$ cat src/rtl/lif_neuron_array_if.sv
// lif_neuron_array_if
//   Bundles the data/control pins of lif_neuron_array so the array and its
//   driver share one definition of widths and directions.
//   master : drives enable, current, threshold, sel; observes the outputs
//   slave  : the neuron array itself
//   Signals:
//     enable     - scan advances one neuron per clk when high
//     current    - input current for the neuron being updated
//     threshold  - firing threshold, sampled at each neuron update
//     sel        - neuron whose membrane appears on state_out
//     spike      - latest registered spike result per neuron
//     state_out  - membrane of neuron sel (combinational)
//     frame_done - one-cycle pulse after the last neuron updates
interface lif_neuron_array_if #(
    parameter int N_NEURONS = 8,
    parameter int WIDTH     = 8
);
    localparam int SEL_W = $clog2(N_NEURONS);

    logic                 enable;
    logic [WIDTH-1:0]     current;
    logic [WIDTH-1:0]     threshold;
    logic [SEL_W-1:0]     sel;
    logic [N_NEURONS-1:0] spike;
    logic [WIDTH-1:0]     state_out;
    logic                 frame_done;

    modport master (
        output enable, current, threshold, sel,
        input  spike, state_out, frame_done
    );

    modport slave (
        input  enable, current, threshold, sel,
        output spike, state_out, frame_done
    );
endinterface

$ cat src/rtl/lif_neuron_array.sv
// lif_neuron_array
//   N_NEURONS leaky-integrate-and-fire neurons sharing one time-multiplexed
//   update datapath. Membrane and refractory state live in register files;
//   one neuron (scan index idx) is updated per enabled clock, so a frame is
//   N_NEURONS enabled cycles.
//   Ports:
//     clk, rst_n - clock, asynchronous active-low reset
//     bus        - lif_neuron_array_if.slave (enable, current, threshold,
//                  sel in; spike, state_out, frame_done out)
//   Optional feature:
//     LIF_CHAIN_EN - when defined, neuron i>0 additionally receives
//                    CHAIN_WEIGHT if neuron i-1 spiked (its registered result,
//                    i.e. from this frame since i-1 updates first).

// Single-neuron update rule: refractory hold, leak + integrate with
// saturation, threshold compare.
module lif_update #(
    parameter int WIDTH          = 8,
    parameter int LEAK_SHIFT     = 1,
    parameter int REFRAC_UPDATES = 2,
    parameter int RW             = 2
) (
    input  logic [WIDTH-1:0] mem,
    input  logic [RW-1:0]    refrac,
    input  logic [WIDTH+1:0] in_val,
    input  logic [WIDTH-1:0] threshold,
    output logic [WIDTH-1:0] mem_nxt,
    output logic [RW-1:0]    refrac_nxt,
    output logic             spike_nxt
);
    localparam logic [WIDTH+1:0] SAT_MAX = {2'b00, {WIDTH{1'b1}}};

    logic [WIDTH-1:0] leak;
    logic [WIDTH+1:0] sum;
    logic [WIDTH-1:0] sat;

    always_comb begin
        leak = mem >> LEAK_SHIFT;
        // mem - leak never underflows, so only the upper end needs clamping.
        sum  = {2'b00, mem} - {2'b00, leak} + in_val;
        sat  = (sum > SAT_MAX) ? {WIDTH{1'b1}} : sum[WIDTH-1:0];

        mem_nxt    = mem;
        refrac_nxt = refrac;
        spike_nxt  = 1'b0;
        if (refrac != '0) begin
            mem_nxt    = '0;
            refrac_nxt = refrac - RW'(1);
        end else if (sat >= threshold) begin
            mem_nxt    = '0;
            refrac_nxt = RW'(REFRAC_UPDATES);
            spike_nxt  = 1'b1;
        end else begin
            mem_nxt    = sat;
        end
    end
endmodule

module lif_neuron_array #(
    parameter int N_NEURONS      = 8,
    parameter int WIDTH          = 8,
    parameter int LEAK_SHIFT     = 1,
    parameter int REFRAC_UPDATES = 2,
    parameter int CHAIN_WEIGHT   = 64
) (
    input  logic               clk,
    input  logic               rst_n,
    lif_neuron_array_if.slave  bus
);
    localparam int IDX_W = $clog2(N_NEURONS);
    localparam int RW    = (REFRAC_UPDATES > 0) ? $clog2(REFRAC_UPDATES + 1) : 1;
    localparam int SUM_W = WIDTH + 2;
    localparam logic [IDX_W-1:0] IDX_LAST = IDX_W'(N_NEURONS - 1);

`ifdef LIF_CHAIN_EN
    localparam bit CHAIN_ON = 1'b1;
`else
    localparam bit CHAIN_ON = 1'b0;
`endif

    logic [IDX_W-1:0]                idx_q, idx_d;
    logic [N_NEURONS-1:0][WIDTH-1:0] mem_q, mem_d;
    logic [N_NEURONS-1:0][RW-1:0]    refrac_q, refrac_d;
    logic [N_NEURONS-1:0]            spike_q, spike_d;
    logic                            frame_done_q, frame_done_d;

    logic             prev_spike;
    logic [SUM_W-1:0] in_val;
    logic [WIDTH-1:0] upd_mem;
    logic [RW-1:0]    upd_refrac;
    logic             upd_spike;

    // Lateral input: upstream neuron's registered spike. Neuron 0 has no
    // upstream, and the chain term is zero unless the feature is built in.
    always_comb begin
        prev_spike = 1'b0;
        if (idx_q != '0)
            prev_spike = spike_q[idx_q - IDX_W'(1)];
        in_val = {2'b00, bus.current};
        if (CHAIN_ON && prev_spike)
            in_val = in_val + SUM_W'(CHAIN_WEIGHT);
    end

    lif_update #(
        .WIDTH          (WIDTH),
        .LEAK_SHIFT     (LEAK_SHIFT),
        .REFRAC_UPDATES (REFRAC_UPDATES),
        .RW             (RW)
    ) u_update (
        .mem        (mem_q[idx_q]),
        .refrac     (refrac_q[idx_q]),
        .in_val     (in_val),
        .threshold  (bus.threshold),
        .mem_nxt    (upd_mem),
        .refrac_nxt (upd_refrac),
        .spike_nxt  (upd_spike)
    );

    always_comb begin
        idx_d        = idx_q;
        mem_d        = mem_q;
        refrac_d     = refrac_q;
        spike_d      = spike_q;
        frame_done_d = 1'b0;
        if (bus.enable) begin
            mem_d[idx_q]    = upd_mem;
            refrac_d[idx_q] = upd_refrac;
            spike_d[idx_q]  = upd_spike;
            frame_done_d    = (idx_q == IDX_LAST);
            idx_d           = (idx_q == IDX_LAST) ? '0 : idx_q + IDX_W'(1);
        end
    end

    always_ff @(posedge clk or negedge rst_n) begin
        if (!rst_n) begin
            idx_q        <= '0;
            mem_q        <= '0;
            refrac_q     <= '0;
            spike_q      <= '0;
            frame_done_q <= 1'b0;
        end else begin
            idx_q        <= idx_d;
            mem_q        <= mem_d;
            refrac_q     <= refrac_d;
            spike_q      <= spike_d;
            frame_done_q <= frame_done_d;
        end
    end

    // Readout; sel codes past the last neuron (non-power-of-2 N) read 0.
    always_comb begin
        bus.state_out = '0;
        if (32'(bus.sel) < N_NEURONS)
            bus.state_out = mem_q[bus.sel];
    end

    assign bus.spike      = spike_q;
    assign bus.frame_done = frame_done_q;
endmodule

$ cat src/flat_wrapper.sv
// flat-port wrapper written by rule: the top's interface ports become plain ports
module lif_neuron_array_flat 
#(
    parameter int N_NEURONS      = 8,
    parameter int WIDTH          = 8,
    parameter int LEAK_SHIFT     = 1,
    parameter int REFRAC_UPDATES = 2,
    parameter int CHAIN_WEIGHT   = 64
)
  (clk, rst_n, bus_enable, bus_current, bus_threshold, bus_sel, bus_spike, bus_state_out, bus_frame_done);
  lif_neuron_array_if #(.N_NEURONS(N_NEURONS), .WIDTH(WIDTH)) bus_i ();
  input  logic clk;
  input  logic rst_n;
  input wire logic [$bits(bus_i.enable)-1:0] bus_enable;
  input wire logic [$bits(bus_i.current)-1:0] bus_current;
  input wire logic [$bits(bus_i.threshold)-1:0] bus_threshold;
  input wire logic [$bits(bus_i.sel)-1:0] bus_sel;
  output wire logic [$bits(bus_i.spike)-1:0] bus_spike;
  output wire logic [$bits(bus_i.state_out)-1:0] bus_state_out;
  output wire logic [$bits(bus_i.frame_done)-1:0] bus_frame_done;
  assign bus_i.enable = bus_enable;
  assign bus_i.current = bus_current;
  assign bus_i.threshold = bus_threshold;
  assign bus_i.sel = bus_sel;
  assign bus_spike = bus_i.spike;
  assign bus_state_out = bus_i.state_out;
  assign bus_frame_done = bus_i.frame_done;
  lif_neuron_array #(.N_NEURONS(N_NEURONS), .WIDTH(WIDTH), .LEAK_SHIFT(LEAK_SHIFT), .REFRAC_UPDATES(REFRAC_UPDATES), .CHAIN_WEIGHT(CHAIN_WEIGHT)) u_core (.clk(clk), .rst_n(rst_n), .bus(bus_i));
endmodule
$ cat config.mk
export PLATFORM = sky130hd
export DESIGN_NAME = lif_neuron_array_flat
export DESIGN_NICKNAME = d
export VERILOG_FILES = /design/src/rtl/lif_neuron_array_if.sv /design/src/rtl/lif_neuron_array.sv /design/src/flat_wrapper.sv
export SDC_FILE = /design/constraint.sdc
export NUM_CORES = 1
export LEC_CHECK = 0
export CORE_MARGIN = 5
export CORE_UTILIZATION = 45
export DETAILED_ROUTE_END_ITERATION = 16
export PLACE_DENSITY = 0.68
export REMOVE_ABC_BUFFERS = 1
export SLEW_MARGIN = 20
export SYNTH_ARGS = -nofsm -noshare
export SYNTH_HDL_FRONTEND = slang
export SYNTH_HIERARCHICAL = 1
export SYNTH_SLANG_ARGS = --single-unit
export TNS_END_PERCENT = 30
$ cat constraint.sdc
create_clock -name clk -period 5.85 [get_ports clk]
set_clock_uncertainty 0.1 [all_clocks]
set_input_delay 1.4625 -clock clk [delete_from_list [all_inputs] [get_ports clk]]
set_output_delay 1.4625 -clock clk [all_outputs]
set_load 0.01 [all_outputs]
== Word level (Yosys, flattened, before mapping) ==
Cells that the tools add are included.
Operators by class
  add/subtract/negate cells: 4
  order comparisons: 5
  equal/unequal tests: 1
  multiplexer cells: 24
  reduce and logical (&&, ||, !) cells: 2
Operator list (number)
  bitwise mux 64 bit: 1
  binary-select mux 8 bit (select 3 bit): 2
  two-way mux 8 bit: 6
  demux 8 bit (select 3 bit): 1
  bitwise mux 16 bit: 1
  adder 9 x 9 -> 10 bit: 1
  > comparator 10 x 8 -> 1 bit (second input constant): 1
  subtractor 8 x 7 -> 9 bit: 1
  bitwise mux 8 bit: 1
  greater-or-equal comparator 8 bit: 1
  less-than comparator 3 x 4 -> 1 bit (second input constant): 2
  two-way mux 2 bit: 4
  binary-select mux 2 bit (select 3 bit): 1
  demux 2 bit (select 3 bit): 1
  two-way mux 1 bit: 4
  adder 3 x 1 -> 3 bit (second input constant): 1
  demux 1 bit (select 3 bit): 1
  == test 3 bit (second input constant): 1
  greater-or-equal comparator 3 x 1 -> 1 bit (second input constant): 1
  two-way mux 3 bit: 1
  nonzero test 2 bit: 1
  subtractor 2 x 1 -> 2 bit (second input constant): 1
  logical AND 1 bit: 1
Storage, ports and cells
  bits in registers: 92
  input bits: 22
  output and inout bits: 17
  word-level logic and storage cells: 55

== Logic depth before layout (Yosys ltp) ==
Gate-level depths: netlist of run 1.
  depth after elaboration: 10
  depth in mapped cells: 28
  mapped depth without buffers: 26

== Modules after synthesis ==
Netlist of run 1, hierarchy kept.
Modules (own cells, without submodules)
  lif_neuron_array: times used 1, cells each 325, area an instance 4708.3 um^2, sequential area each 2302.2 um^2
  lif_update: times used 1, cells each 150, area an instance 1109.8 um^2, sequential area each 0.0 um^2

== Worst setup path before layout of run 1 ==
OpenSTA, ideal clock, no wires.
  path type: reg-to-reg
  from: register u_core.idx_q[0]
  to: register u_core/mem_q[12] (netlist bit)
  setup time: 0.066 ns
  arrival time: 5.606 ns
  data required time: 5.684 ns
  setup slack: 0.078 ns
  cell stages (with the launch flop): 26
  path buffers: 3
  clock period less this slack: 5.772 ns
  cells stage by stage: dfrtp_1 > buf_2 > buf_2 > mux2_2 > a22oi_1 > o211ai_1 > ha_1 > fa_1 > nand2b_1 > a21oi_1 > nor2_1 > xnor2_1 > ha_1 > o211ai_1 > a21o_1 > a32oi_1 > xnor2_1 > clkbuf_1 > nand3_1 > ha_1 > a21o_1 > a2111oi_0 > o21a_1 > o21ai_1 > a31oi_1 > mux2_2
Between the ends
  longest elaborated chain between the ends: 10
  elaborated cells between the ends (all ways): 18
  those cells by class: 2 x add/sub; 4 x order compare; 10 x mux; 2 x reduce/logical
RTL lines
  start: declaration: RTL line lif_neuron_array.sv:81  | logic [IDX_W-1:0] idx_q, idx_d;
  start signal: assignment: RTL line lif_neuron_array.sv:142  | idx_q <= idx_d;
  binary-select mux 8 bit (select 3 bit): RTL line lif_neuron_array.sv:110  | .mem (mem_q[idx_q]),
  two-way mux 8 bit (implied by the code): RTL line lif_neuron_array.sv:110
  subtractor 8 x 7 -> 9 bit: RTL line lif_neuron_array.sv:40  | sum = {2'b00, mem} - {2'b00, leak} + in_val;
  adder 9 x 9 -> 10 bit: RTL line lif_neuron_array.sv:40
  > comparator 10 x 8 -> 1 bit: RTL line lif_neuron_array.sv:41  | sat = (sum > SAT_MAX) ? {WIDTH{1'b1}} : sum[WIDTH-1:0];
  two-way mux 8 bit: RTL line lif_neuron_array.sv:41
  greater-or-equal comparator 8 bit: RTL line lif_neuron_array.sv:49  | end else if (sat >= threshold) begin
  two-way mux 8 bit: RTL line lif_neuron_array.sv:49
  two-way mux 8 bit *: RTL line lif_neuron_array.sv:46  | if (refrac != '0) begin
  via u_core.upd_mem[4]: RTL line lif_neuron_array.sv:89  | logic [WIDTH-1:0] upd_mem;
  bitwise mux 64 bit *: RTL line lif_neuron_array.sv:126  | mem_d[idx_q] = upd_mem;
  end signal: assignment: RTL line lif_neuron_array.sv:143  | mem_q <= mem_d;
  end: declaration: RTL line lif_neuron_array.sv:82  | logic [N_NEURONS-1:0][WIDTH-1:0] mem_q, mem_d;
The timed path passes the listed nets; every way through them passes the cells marked *. The select of a mux whose other input is x is not followed.
A chain may end at the register's enable or synchronous reset.

== Worst setup path in the final report of run 1 ==
  from: register u_core.idx_q[0]
  to: register u_core/refrac_q[7] (netlist bit)
Between the ends
  longest elaborated chain between the ends: 10
  elaborated cells between the ends (all ways): 19
  those cells by class: 3 x add/sub; 4 x order compare; 10 x mux; 2 x reduce/logical
RTL lines
  binary-select mux 8 bit (select 3 bit): RTL line lif_neuron_array.sv:110
  two-way mux 8 bit (implied by the code): RTL line lif_neuron_array.sv:110
  subtractor 8 x 7 -> 9 bit: RTL line lif_neuron_array.sv:40
  adder 9 x 9 -> 10 bit: RTL line lif_neuron_array.sv:40
  > comparator 10 x 8 -> 1 bit: RTL line lif_neuron_array.sv:41
  two-way mux 8 bit: RTL line lif_neuron_array.sv:41
  greater-or-equal comparator 8 bit: RTL line lif_neuron_array.sv:49
  two-way mux 2 bit: RTL line lif_neuron_array.sv:49
  two-way mux 2 bit *: RTL line lif_neuron_array.sv:46
  via u_core.upd_refrac[1]: RTL line lif_neuron_array.sv:90  | logic [RW-1:0] upd_refrac;
  bitwise mux 16 bit *: RTL line lif_neuron_array.sv:127  | refrac_d[idx_q] = upd_refrac;
  end signal: assignment: RTL line lif_neuron_array.sv:144  | refrac_q <= refrac_d;
  end: declaration: RTL line lif_neuron_array.sv:83  | logic [N_NEURONS-1:0][RW-1:0] refrac_q, refrac_d;
Marked as above.

==> results.sh, run 1 <==
export IMPL_status="finished clean"
export IMPL_hold_path_class="reg2reg"
export IMPL_grt_pass1_wl_um=23100
export IMPL_io_pins=39
export IMPL_final_area_sq_um=7420
export IMPL_place_ws_ns=-0.379
export IMPL_route_antenna_remaining_nets=0
export IMPL_via_per_inst=5.80
export IMPL_synth_flop_cell="dfrtp_1"
export IMPL_seq_area_frac_synth=0.396
export IMPL_synth_edf_count=0
export IMPL_num_rows=41
export IMPL_finalSetupViolCount=0
export IMPL_period_share=0.973
export IMPL_num_vias=4305
export IMPL_setup_ws_ns=0.158
export IMPL_ys_async_sr_fraction=1.00
export IMPL_start_util=0.459
export IMPL_dr_first_iter_drc_count=270
export IMPL_dpl_hpwl_um=10300
export IMPL_hold_violations=0
export IMPL_slew_viol_final=0
export IMPL_drive_above_1_share=0.456
export IMPL_final_nets=619
export IMPL_startpoint="u_core/idx_q[0]"
export IMPL_cts_buffers=9
export IMPL_syn_instance_count=475
export IMPL_cts_root_buf="clkbuf_16"
export IMPL_r2r_start="u_core/idx_q[0]"
export IMPL_grt_start_max_net_pins=65
export IMPL_synth_area_sq_um=5820
export IMPL_synthToLayoutAreaGrowth_pct=27.6
export IMPL_max_cap_violations=0
export IMPL_fmax_mhz=176
export IMPL_insertion_delay_ns=0.35
export IMPL_core_area_sq_um=12700
export IMPL_gp_congestion=0.934
export IMPL_maxSlewHeadroom=0.316
export IMPL_cts_hold_fix_buffers=0
export IMPL_grt_util_all_layers=0.201
export IMPL_ys_warn_count=6
export IMPL_cts_path_max_buffers=2
export IMPL_worstPathRequired_ns=5.97
export IMPL_antenna_found_initial=0
export IMPL_tritoncts="done"
export IMPL_dpl_cell_area_sq_um=6690
export IMPL_clkSinkCount=92
export IMPL_met1_usage=0.262
export IMPL_worstHoldStart="u_core/refrac_q[15]"
export IMPL_worstSetupPathType="reg2reg"
export IMPL_tightest_slew_ns=1.02
export IMPL_die_h_um=124
export IMPL_path_max_fanout=8
export IMPL_die_w_um=124
export IMPL_path_clk_slew_ns=0.07
export IMPL_start_kind="flop"
export IMPL_dieArea_sq_um=15300
export IMPL_grt_pass1_vias=4371
export IMPL_rsz0062_at_grt="yes"
export IMPL_cp_end_kind="flop"
export IMPL_diodes=0
export IMPL_yosys_register_bits=92
export IMPL_wl_um=15000
export IMPL_firstDrtPassIters=5
export IMPL_synth_area_per_cell_sq_um=12.2
export IMPL_gr_usage_met3=0.0391
export IMPL_h_tree_depth=3
export IMPL_wl_per_cell_um=20.2
export IMPL_gr_total_overflow=0
export IMPL_use_met2=0.342
export IMPL_ys_types=49
export IMPL_grt_busiest_layer="met2"
export IMPL_drc_errors=0
export IMPL_portBuffers=38
export IMPL_arrival_ns=5.82
export IMPL_period_minus_slack_ns=5.69
## placed cells by master, fill, tap and decap left out, types with 3 or more instances in the layout
cell type	netlist	layout
nand3_2	1	3
ha_1	30	26
a21o_1	7	6
nand2b_1	7	6
xnor2_1	9	6
a22oi_2	0	4
o21ai_0	4	4
clkbuf_16	0	9
xnor2_2	0	3
o21a_1	3	3
conb_1	1	6
xor2_1	4	4
mux4_1	15	15
nand3_1	16	14
nor2b_1	5	3
a21oi_1	12	8
a31oi_2	0	5
dfrtp_2	0	3
inv_1	26	24
nor3_2	0	3
mux4_2	3	3
nand4_1	3	3
a22oi_1	16	12
mux2_2	123	119
nand2_1	11	8
ha_4	0	3
mux2_4	0	4
dfrtp_1	92	89
clkinv_2	0	3
buf_6	2	10
buf_4	1	52
nor2_1	14	12
clkdlybuf4s50_1	0	37
a21oi_2	1	5
o211ai_1	8	8
## cell families (layout without fill, tap and decap cells)
logic type | count (synthesis) | in the layout | share of synthesized area
compound gates | 72 | 72 | 0.0860
xor+xnor | 14 | 14 | 0.0224
fa+ha+maj | 32 | 32 | 0.0714
buf+inv | 53 | 143 | 0.0437
flops | 92 | 92 | 0.396
mux | 141 | 141 | 0.317
other cells | 1 | 6 | 0.000645
simple gates | 70 | 70 | 0.0628
## critical path, cell delays in order (launching register included)
cell and delay, ns:
dfrtp_2 0.49, mux2_4 0.33, a22oi_2 0.17, o211ai_1 0.20, ha_2 0.28, fa_2 0.37
nand2b_4 0.16, a21oi_2 0.12, nor2_1 0.07, xnor2_1 0.23, ha_1 0.30, buf_6 0.14
a21oi_2 0.14, o21ai_2 0.08, a21o_1 0.22, xor2_2 0.26, nand3_1 0.12, ha_1 0.32
a21o_1 0.21, a2111oi_4 0.29, o21a_1 0.24, buf_6 0.14, nor4_4 0.04, a21o_2 0.27
mux2_4 0.28
## synth_stat cells, types with 3 or more instances
| cell | number | area, sq um |
|---|---|---|
| a21o_1 | 7 | 52.6 |
| a21oi_1 | 12 | 60.1 |
| a22oi_1 | 16 | 120 |
| a31oi_1 | 8 | 50.1 |
| buf_2 | 16 | 80.1 |
| clkbuf_1 | 5 | 18.8 |
| dfrtp_1 | 92 | 2300 |
| ha_1 | 30 | 375 |
| inv_1 | 26 | 97.6 |
| mux2_2 | 123 | 1390 |
| mux4_1 | 15 | 394 |
| mux4_2 | 3 | 67.6 |
| nand2_1 | 11 | 41.3 |
| nand2b_1 | 7 | 43.8 |
| nand3_1 | 16 | 80.1 |
| nand4_1 | 3 | 18.8 |
| nor2_1 | 14 | 52.6 |
| nor2b_1 | 5 | 31.3 |
| nor3_1 | 3 | 15.0 |
| o211ai_1 | 8 | 60.1 |
| o21a_1 | 3 | 22.5 |
| o21ai_0 | 4 | 20.0 |
| o21ai_1 | 3 | 15.0 |
| xnor2_1 | 9 | 78.8 |
| xor2_1 | 4 | 35.0 |
## registers in the layout (all words and copies together), names as in the netlist
| register | count |
|---|---|
| u_core/bus.spike | 8 |
| u_core/refrac_q | 16 |
| u_core/idx_q | 3 |
| u_core/mem_q | 64 |
| u_core/bus.frame_done | 1 |
## what timing repair did
action / in CTS / in global routing
buffers inserted: 3 / 7
setup endpoints to repair: 80 / 80
pin swaps: 0 / 27
endpoints found under the hold margin: 0 / 0
resized for setup: 5 / 65
## layer usage
metal / routed length (um) / up-vias
met1: 6430 / 2204
met3: 820 / 17
li1: - / 1952
met4: 212 / 0
met2: 7540 / 132
met5: 0 / -
## worst paths after layout
| check | slack [ns] | cells after the start | endpoint |
|---|---|---|---|
| min in group asynchronous | 0.93 | 1 | u_core/mem_q[55] |
| setup reg to reg | 0.16 | 24 | u_core/refrac_q[7] |
| hold / removal | 0.40 | 1 | u_core/refrac_q[15] |
| hold reg to reg | 0.40 | 1 | u_core/refrac_q[15] |
| setup / recovery | 0.16 | 24 | u_core/refrac_q[7] |
| max in group asynchronous | 3.54 | 2 | u_core/idx_q[1] |
## cell type report
class                   count  area [sq um]
repair buffers            101           908
clock buffers              10           239
clock inverters             6          62.6
fillers                  1051          5250
inverters                  26          97.6
multi-input cells         335          3600
flip-flops and latches     92          2310
well taps                 172           215
## stage by stage
step	hold slack (ns)	setup TNS, ns	utilization	cells
after floorplan	0.374	-39.75	-	453
after detailed placement	0.392	-12.48	0.528	716
after CTS	0.407	0	0.556	735
final	0.404	0	0.586	742
after global placement	0.384	-2.70	0.528	716
after global routing	0.418	-2.17	0.586	742
Power of run 1 is not shown: default switching activity piles up to over one toggle a cycle in this logic, so the estimate is an artifact.
==> run 2, diff against run 1 <==
--- a/config.mk
+++ b/config.mk
@@ -5,11 +5,13 @@
 export SDC_FILE = /design/constraint.sdc
 export NUM_CORES = 1
 export LEC_CHECK = 0
+export CAP_MARGIN = 20
 export CORE_MARGIN = 5
 export CORE_UTILIZATION = 45
 export DETAILED_ROUTE_END_ITERATION = 16
-export PLACE_DENSITY = 0.68
+export PLACE_DENSITY_LB_ADDON = 0.05
 export REMOVE_ABC_BUFFERS = 1
+export SKIP_CTS_REPAIR_TIMING = 1
 export SLEW_MARGIN = 20
 export SYNTH_ARGS = -nofsm -noshare
 export SYNTH_HDL_FRONTEND = slang
==> run 2 against run 1 <==
Effect of this change: sequential share of layout area is 0.33 points lower; utilization is 0.59 points higher; via count is 1.9% lower; count of clock-buffer cells in the layout is 1 higher; wire length is 2.7% higher; die area stayed put; maximum frequency is 1.6% lower; register-to-register slack worse by 0.09 ns; flip-flop and latch count stayed put; first-iteration DRC count is 24% lower; global-route usage is 0.54 points higher; critical path depth is 2 higher; largest cell class unchanged; highest routed layer unchanged.
==> results.sh, run 2 (synthesis gave the netlist of run 1 again) <==
export IMPL_final_area_sq_um=7500
export IMPL_hold_violations=0
export IMPL_status="finished clean"
export IMPL_grt_pass1_vias=4272
export IMPL_largest_reg_flops=64
export IMPL_regMostFlops="u_core/mem_q"
export IMPL_r2r_worst_path_cells=26
export IMPL_dpl_cell_area_sq_um=6750
export IMPL_cts_root_buf="clkbuf_16"
export IMPL_synthToLayoutAreaGrowth_pct=28.9
export IMPL_fmax_mhz=173
export IMPL_diodes=0
export IMPL_gr_total_overflow=0
export IMPL_num_rows=41
export IMPL_r2r_end="u_core/mem_q[62]"
export IMPL_r2r_slack_ns=0.07
export IMPL_maxSlewHeadroom=0.257
export IMPL_final_common_cell="mux2_2"
export IMPL_insertion_delay_ns=0.35
export IMPL_dpl_hpwl_um=10600
export IMPL_core_area_sq_um=12700
export IMPL_period_minus_slack_ns=5.78
export IMPL_period_share=0.988
export IMPL_die_h_um=124
export IMPL_fillers=1036
export IMPL_dr_first_iter_drc_count=204
export IMPL_clkSinkCount=92
export IMPL_cts_buffers=9
export IMPL_slew_viol_final=0
export IMPL_critPathCapture="u_core/mem_q[62]"
export IMPL_firstDrtPassIters=5
export IMPL_h_tree_depth=3
export IMPL_path_max_fanout=8
export IMPL_grt_util_all_layers=0.206
export IMPL_via_per_inst=5.62
export IMPL_drc_errors=0
export IMPL_worstPathRequired_ns=6.04
export IMPL_grt_pass1_wl_um=23600
export IMPL_tightest_slew_ns=1.10
export IMPL_start_kind="flop"
export IMPL_die_w_um=124
export IMPL_drive_above_1_share=0.440
export IMPL_hold_path_class="reg2reg"
export IMPL_worstSetupPathType="reg2reg"
export IMPL_path_clk_slew_ns=0.07
export IMPL_cp_end_kind="flop"
export IMPL_arrival_ns=5.97
export IMPL_startpoint="u_core/idx_q[0]"
export IMPL_cts_path_max_buffers=2
export IMPL_max_cap_violations=0
export IMPL_grt_start_max_net_pins=55
export IMPL_hold_slack_ns=0.404
export IMPL_dieArea_sq_um=15300
export IMPL_r2r_start="u_core/idx_q[0]"
export IMPL_route_antenna_remaining_nets=0
export IMPL_final_cell_mix="mux2_2 (105), dfrtp_1 (90), buf_4 (61)"
export IMPL_final_nets=628
export IMPL_gp_congestion=0.872
export IMPL_tritoncts="done"
export IMPL_rsz0062_at_grt="yes"
export IMPL_num_vias=4224
export IMPL_antenna_found_initial=0
export IMPL_start_util=0.459
export IMPL_wl_per_cell_um=20.5
export IMPL_io_pins=39
export IMPL_wl_um=15400
export IMPL_finalSetupViolCount=0
export IMPL_portBuffers=38
## run 2: cell count changes in the layout (fill, tap and decap cells not counted), sizes merged
| cell | before | now |
|---|---|---|
| bufinv | 1 | 0 |
| buf | 64 | 73 |
| clkbuf | 10 | 11 |
## run 2: through the flow
step / setup TNS [ns] / utilization / setup WS [ns] / instances
finish: 0 / 0.592 / 0.0676 / 751
global route: -14.99 / 0.592 / -0.235 / 751
CTS: -22.32 / 0.554 / -0.381 / 740
detailed placement: -17.34 / 0.532 / -0.319 / 724
global placement: -9.99 / 0.532 / -0.261 / 724
floorplan: -39.75 / - / -0.532 / 453
## run 2: layout make-up
cell class,count,area (sq um),share of cell area
multi-input combinational,335,3640,0.485
sequential,92,2300,0.307
timing repair buffer,110,963,0.128
clock buffer,11,243,0.0324
tap,172,215,0.0287
inverter,26,97.6,0.0130
clock inverter,5,36.3,0.00484
## run 2: worst max-delay path, stage by stage (launching register included)
cell       delay (ns)
dfrtp_2          0.44
buf_6            0.12
mux2_2           0.33
a22oi_2          0.15
o211ai_1         0.23
ha_1             0.35
nor2b_4          0.13
o21ai_2          0.17
a21oi_2          0.08
o21a_1           0.21
o41ai_2          0.31
xnor2_1          0.12
ha_1             0.34
buf_6            0.13
and4_1           0.13
a21o_1           0.21
xor2_2           0.23
nand3_1          0.11
ha_1             0.33
a21o_1           0.21
a2111oi_4        0.29
o21a_1           0.24
o21ai_2          0.09
buf_6            0.17
a31oi_4          0.16
buf_6            0.16
mux2_4           0.15
## run 2: worst min-delay path by stage
stage                                   start                   to  slack [ns]  cells past startpoint
final                     u_core/refrac_q[15]  u_core/refrac_q[15]        0.40                      1
after global routing      u_core/refrac_q[13]  u_core/refrac_q[13]        0.42                      1
after CTS                 u_core/refrac_q[14]  u_core/refrac_q[14]        0.40                      1
after detailed placement  u_core/refrac_q[15]  u_core/refrac_q[15]        0.39                      1
after global placement     u_core/refrac_q[7]   u_core/refrac_q[7]        0.38                      1
after floorplan           u_core/refrac_q[11]  u_core/refrac_q[11]        0.37                      1
## run 2: metal layers
layer  up-vias  part of all wire  GRT usage
met1      2144              0.46      0.288
met3        15             0.053     0.0318
met4         0             0.010     0.0581
li1       1957                 -          -
met2       108              0.48      0.333
met5         -                 0          0
Power of run 2 is left out for the same reason.
==> variant 1: new RTL, settings of run 2 <==
`N_NEURONS` is set to 8 in 3 places; all go to 16.
--- a/src/rtl/lif_neuron_array_if.sv
+++ b/src/rtl/lif_neuron_array_if.sv
@@ -12,7 +12,7 @@
 //     state_out  - membrane of neuron sel (combinational)
 //     frame_done - one-cycle pulse after the last neuron updates
 interface lif_neuron_array_if #(
-    parameter int N_NEURONS = 8,
+    parameter int N_NEURONS = 16,
     parameter int WIDTH     = 8
 );
     localparam int SEL_W = $clog2(N_NEURONS);
--- a/src/rtl/lif_neuron_array.sv
+++ b/src/rtl/lif_neuron_array.sv
@@ -57,7 +57,7 @@
 endmodule
 
 module lif_neuron_array #(
-    parameter int N_NEURONS      = 8,
+    parameter int N_NEURONS      = 16,
     parameter int WIDTH          = 8,
     parameter int LEAK_SHIFT     = 1,
     parameter int REFRAC_UPDATES = 2,
--- a/src/flat_wrapper.sv
+++ b/src/flat_wrapper.sv
@@ -1,7 +1,7 @@
 // flat-port wrapper written by rule: the top's interface ports become plain ports
 module lif_neuron_array_flat 
 #(
-    parameter int N_NEURONS      = 8,
+    parameter int N_NEURONS      = 16,
     parameter int WIDTH          = 8,
     parameter int LEAK_SHIFT     = 1,
     parameter int REFRAC_UPDATES = 2,
Interface: changed (resized bus_sel and bus_spike); port bits go from 39 to 48. No check against the original RTL was run, so the function may have changed too.
==> variant 1 against run 2 <==
- cell area grew 69%
- cell count grew 57%
- sequential cell count grew 89
- fmax shrank 3.3%
- the flow now finishes with violations (setup timing)
- area after synthesis grew 77%
- synthesized cell count grew 61%
- routed wire length grew 88%
- critical endpoint is now u_core/mem_q[103]
- via count grew 68%
- worst setup slack lost 200 ps
- core utilization shrank 3.0 points
Power is left out: the tool's default activity adds up to more than one toggle a clock period on the data nets, which glitch-free logic cannot reach.
==> variant 1: results <==
status:
  status: "finished with violations"
  failed_checks: "setup timing"
worst_setup_path:
  slowest_stage: "mux4_2"
  reg2reg_depth: 28
  r2r_end: "u_core/mem_q[103]"
  crit_arrival_ps: 6230
  worst_path_largest_cell_delay_ps: 490
timing:
  setup_tns_ps: -9410
  fin_ws_ps: -128
  worst_pin_slew_ps: 1100
  whs_ps: 396
  setup_viol: 144
grt:
  grt_pass1_vias: 7498
  grt_use_total: 0.224
  use_met2: 0.372
  grt_max_degree: 109
  grt_use_met3: 0.0416
  global_route.usage.met1: 0.305
  grt_pass1_wl_um: 44600
yosys:
  ys_seq_area_frac: 0.440
  synth_compound_gate_area_share: 0.0578
  synth-xor-area-share: 0.0126
  synth.area.top_cells: "dfrtp_1 (44%), mux2_2 (18%), mux4_2 (12%), mux4_1 (4.1%), ha_1 (4.0%)"
  synthAdderAreaFrac: 0.0440
  avgSynthCellArea_sq_um: 13.4
  synth_cell_types: 48
  synth_commonest_cells: "dfrtp_1 (181), mux2_2 (165), nand2_1 (68), mux4_2 (54), a22oi_1 (36)"
  synthMuxAreaShare: 0.344
finish:
  instances_no_fill: 1179
  drive_above_1_share: 0.463
  multi_input_area_sq_um: 5680
  fillers: 1846
  layout.nets: 939
  largest_reg_flops: 128
place:
  hpwl_um: 19100
  dp_cells: 1136
  placed_cell_area_sq_um: 11600
  io_buffers: 47
  place_ws_ps: -409
  routabilityCongestion: 0.851
routing:
  wl_met2_um: 14400
  wl_per_cell_um: 24.6
  drc: 0
  via_per_inst: 6.03
  wl_met3_um: 1410
  met1_length_um: 12500
  firstDrtPassIters: 7
  drt_iter0_drc: 435
min_path:
  min_from: "u_core/refrac_q[31]"
  min_to: "u_core/refrac_q[31]"
clock_tree:
  cts_htree_levels: 4
  cts_buffers: 17
  path_clk_slew_ps: 70
  insertion_delay_ps: 430
[variant 1: changes by cell type after synthesis, moves of 4 or more]
cell / before / now
o21ai_0: 4 / 8
buf_4: 1 / 5
mux2_2: 123 / 165
a31oi_1: 8 / 3
nand3_1: 16 / 11
a21oi_1: 12 / 23
clkbuf_1: 5 / 20
a22oi_1: 16 / 36
mux4_2: 3 / 54
buf_2: 16 / 22
o211ai_1: 8 / 2
nand2_1: 11 / 68
dfrtp_1: 92 / 181
[variant 1: layout make-up]
| type | count | area share |
|---|---|---|
| Timing Repair Buffer | 148 | 0.113 |
| Multi-Input combinational cell | 507 | 0.448 |
| Sequential cell | 181 | 0.357 |
| Tap cell | 285 | 0.0281 |
| Clock buffer | 18 | 0.0339 |
| Inverter | 26 | 0.00770 |
| Clock inverter | 14 | 0.0122 |
[variant 1: cell families after synthesis]
family	count (synthesis)
other	1
AND/OR/NAND/NOR	126
multiplexers	237
adder cells (fa/ha/maj)	35
AO/OA/AOI/OAI	89
buffers and inverters	83
XOR/XNOR	14
flip-flops	181
==> variant 2: new RTL, settings of run 2 <==
Without the edit above. Reset style: synchronous (`rst_n`), changed in one clocked block. Comments in the files are not updated.
--- a/src/rtl/lif_neuron_array.sv
+++ b/src/rtl/lif_neuron_array.sv
@@ -131,7 +131,7 @@
         end
     end
 
-    always_ff @(posedge clk or negedge rst_n) begin
+    always_ff @(posedge clk) begin
         if (!rst_n) begin
             idx_q        <= '0;
             mem_q        <= '0;
Formal check against the unedited RTL: differs if rst_n is asserted again (counterexample within 4 cycles, from zero or initial values and one cycle with rst_n low); with rst_n held inactive, the same outputs for 4 cycles.
==> variant 2 against run 2 <==
- cell area shrank 7.0%
- non-clock buffer count shrank 33
- routed wire length grew 14%
- worst setup slack gained 170 ps
- area after synthesis grew 1.9%
- fmax grew 3.0%
- cell count grew 17%
- critical path depth is the same
- sequential cell count is the same
- critical path type unchanged
- critical endpoint is now u_core/mem_q[55]
Power is left out: the tool's default activity adds up to more than one toggle a clock period on the data nets, which glitch-free logic cannot reach.
==> variant 2: results <==
yosys:
  synth_commonest_cells: "nand2_1 (180), dfxtp_1 (92), a21boi_1 (82), ha_1 (30), mux4_2 (28)"
  synth.area.top_cells: "dfxtp_1 (31%), nand2_1 (11%), mux4_2 (11%), a21boi_1 (10%), ha_1 (6.3%)"
  synth_cell_types: 59
  synth_compound_gate_area_share: 0.178
  synth_warnings: 6
  synthArstFlopShare: 0
  synth-xor-area-share: 0.0219
  synth-main-ff-cell: "dfxtp_1"
  ys_seq_area_frac: 0.311
  synthAdderAreaFrac: 0.0700
  synthMuxAreaShare: 0.156
grt:
  use_met2: 0.372
  grt_use_met3: 0.0407
  grt_use_total: 0.224
  grt_max_degree: 93
  global_route.usage.met1: 0.287
  grt_pass1_wl_um: 27400
  grt_pass1_vias: 4953
finish:
  drive_above_1_share: 0.190
  largest-register: "u_core/mem_q"
  layout.nets: 754
  n_antenna_cell: 0
  fillers: 1214
place:
  routabilityCongestion: 0.890
  placed_cell_area_sq_um: 6460
  hpwl_um: 12000
worst_setup_path:
  crit_end: "u_core/mem_q[55]"
  r2r_slack_ps: 230
  reg2reg_depth: 26
  crit_start: "u_core/idx_q[0]"
  cp_top_family: "compound AO/OA/AOI/OAI gates"
  worst_path_largest_cell_delay_ps: 470
  slowest_stage: "mux4_2"
  crit_arrival_ps: 5780
clock_tree:
  cts_htree_levels: 3
  cts_buffers: 9
  insertion_delay_ps: 340
  cts_buffer_depth: 2
  cts-root-buf: "clkbuf_16"
routing:
  drt_iter0_drc: 326
  vias: 4978
  drt-total-wl_um: 17500
  met1_length_um: 7470
  wl_met2_um: 8600
  firstDrtPassIters: 5
  wl_met3_um: 924
timing:
  max_slew_margin: 0.375
min_path:
  min_from: "u_core/refrac_q[11]"
  hold_path_depth: 2
  hold_class: "register to register"
  min_to: "u_core/refrac_q[11]"
status:
  status: "completed"
## variant 2: cell types whose count changed after synthesis, sizes merged, moves of 4 or more
cell,delta
mux2i,+7
mux2,-103
mux4,+10
buf,+21
a21boi,+88
nand3,-4
nand2,+169
clkbuf,+10
dfxtp,+92
a22oi,-14
dfrtp,-92
## variant 2: final cells by class
class | instances | share of cell area
timing repair buffer | 77 | 0.0992
multi-input combinational | 495 | 0.545
tap | 176 | 0.0316
clock inverter | 4 | 0.0104
inverter | 25 | 0.0135
clock buffer | 12 | 0.0353
sequential | 92 | 0.265
## variant 2: metrics by stage
step / utilization / setup TNS, ps / hold WS, ps / instances / setup slack [ps]
after global placement: 0.493 / 0 / 341 / 859 / 25.5
after CTS: 0.518 / -978 / 354 / 875 / -121
after floorplan: - / -52510 / 330 / 612 / -736
final: 0.533 / 0 / 354 / 881 / 234
after global routing: 0.533 / -376 / 375 / 881 / -55.8
after detailed placement: 0.493 / -490 / 346 / 859 / -107
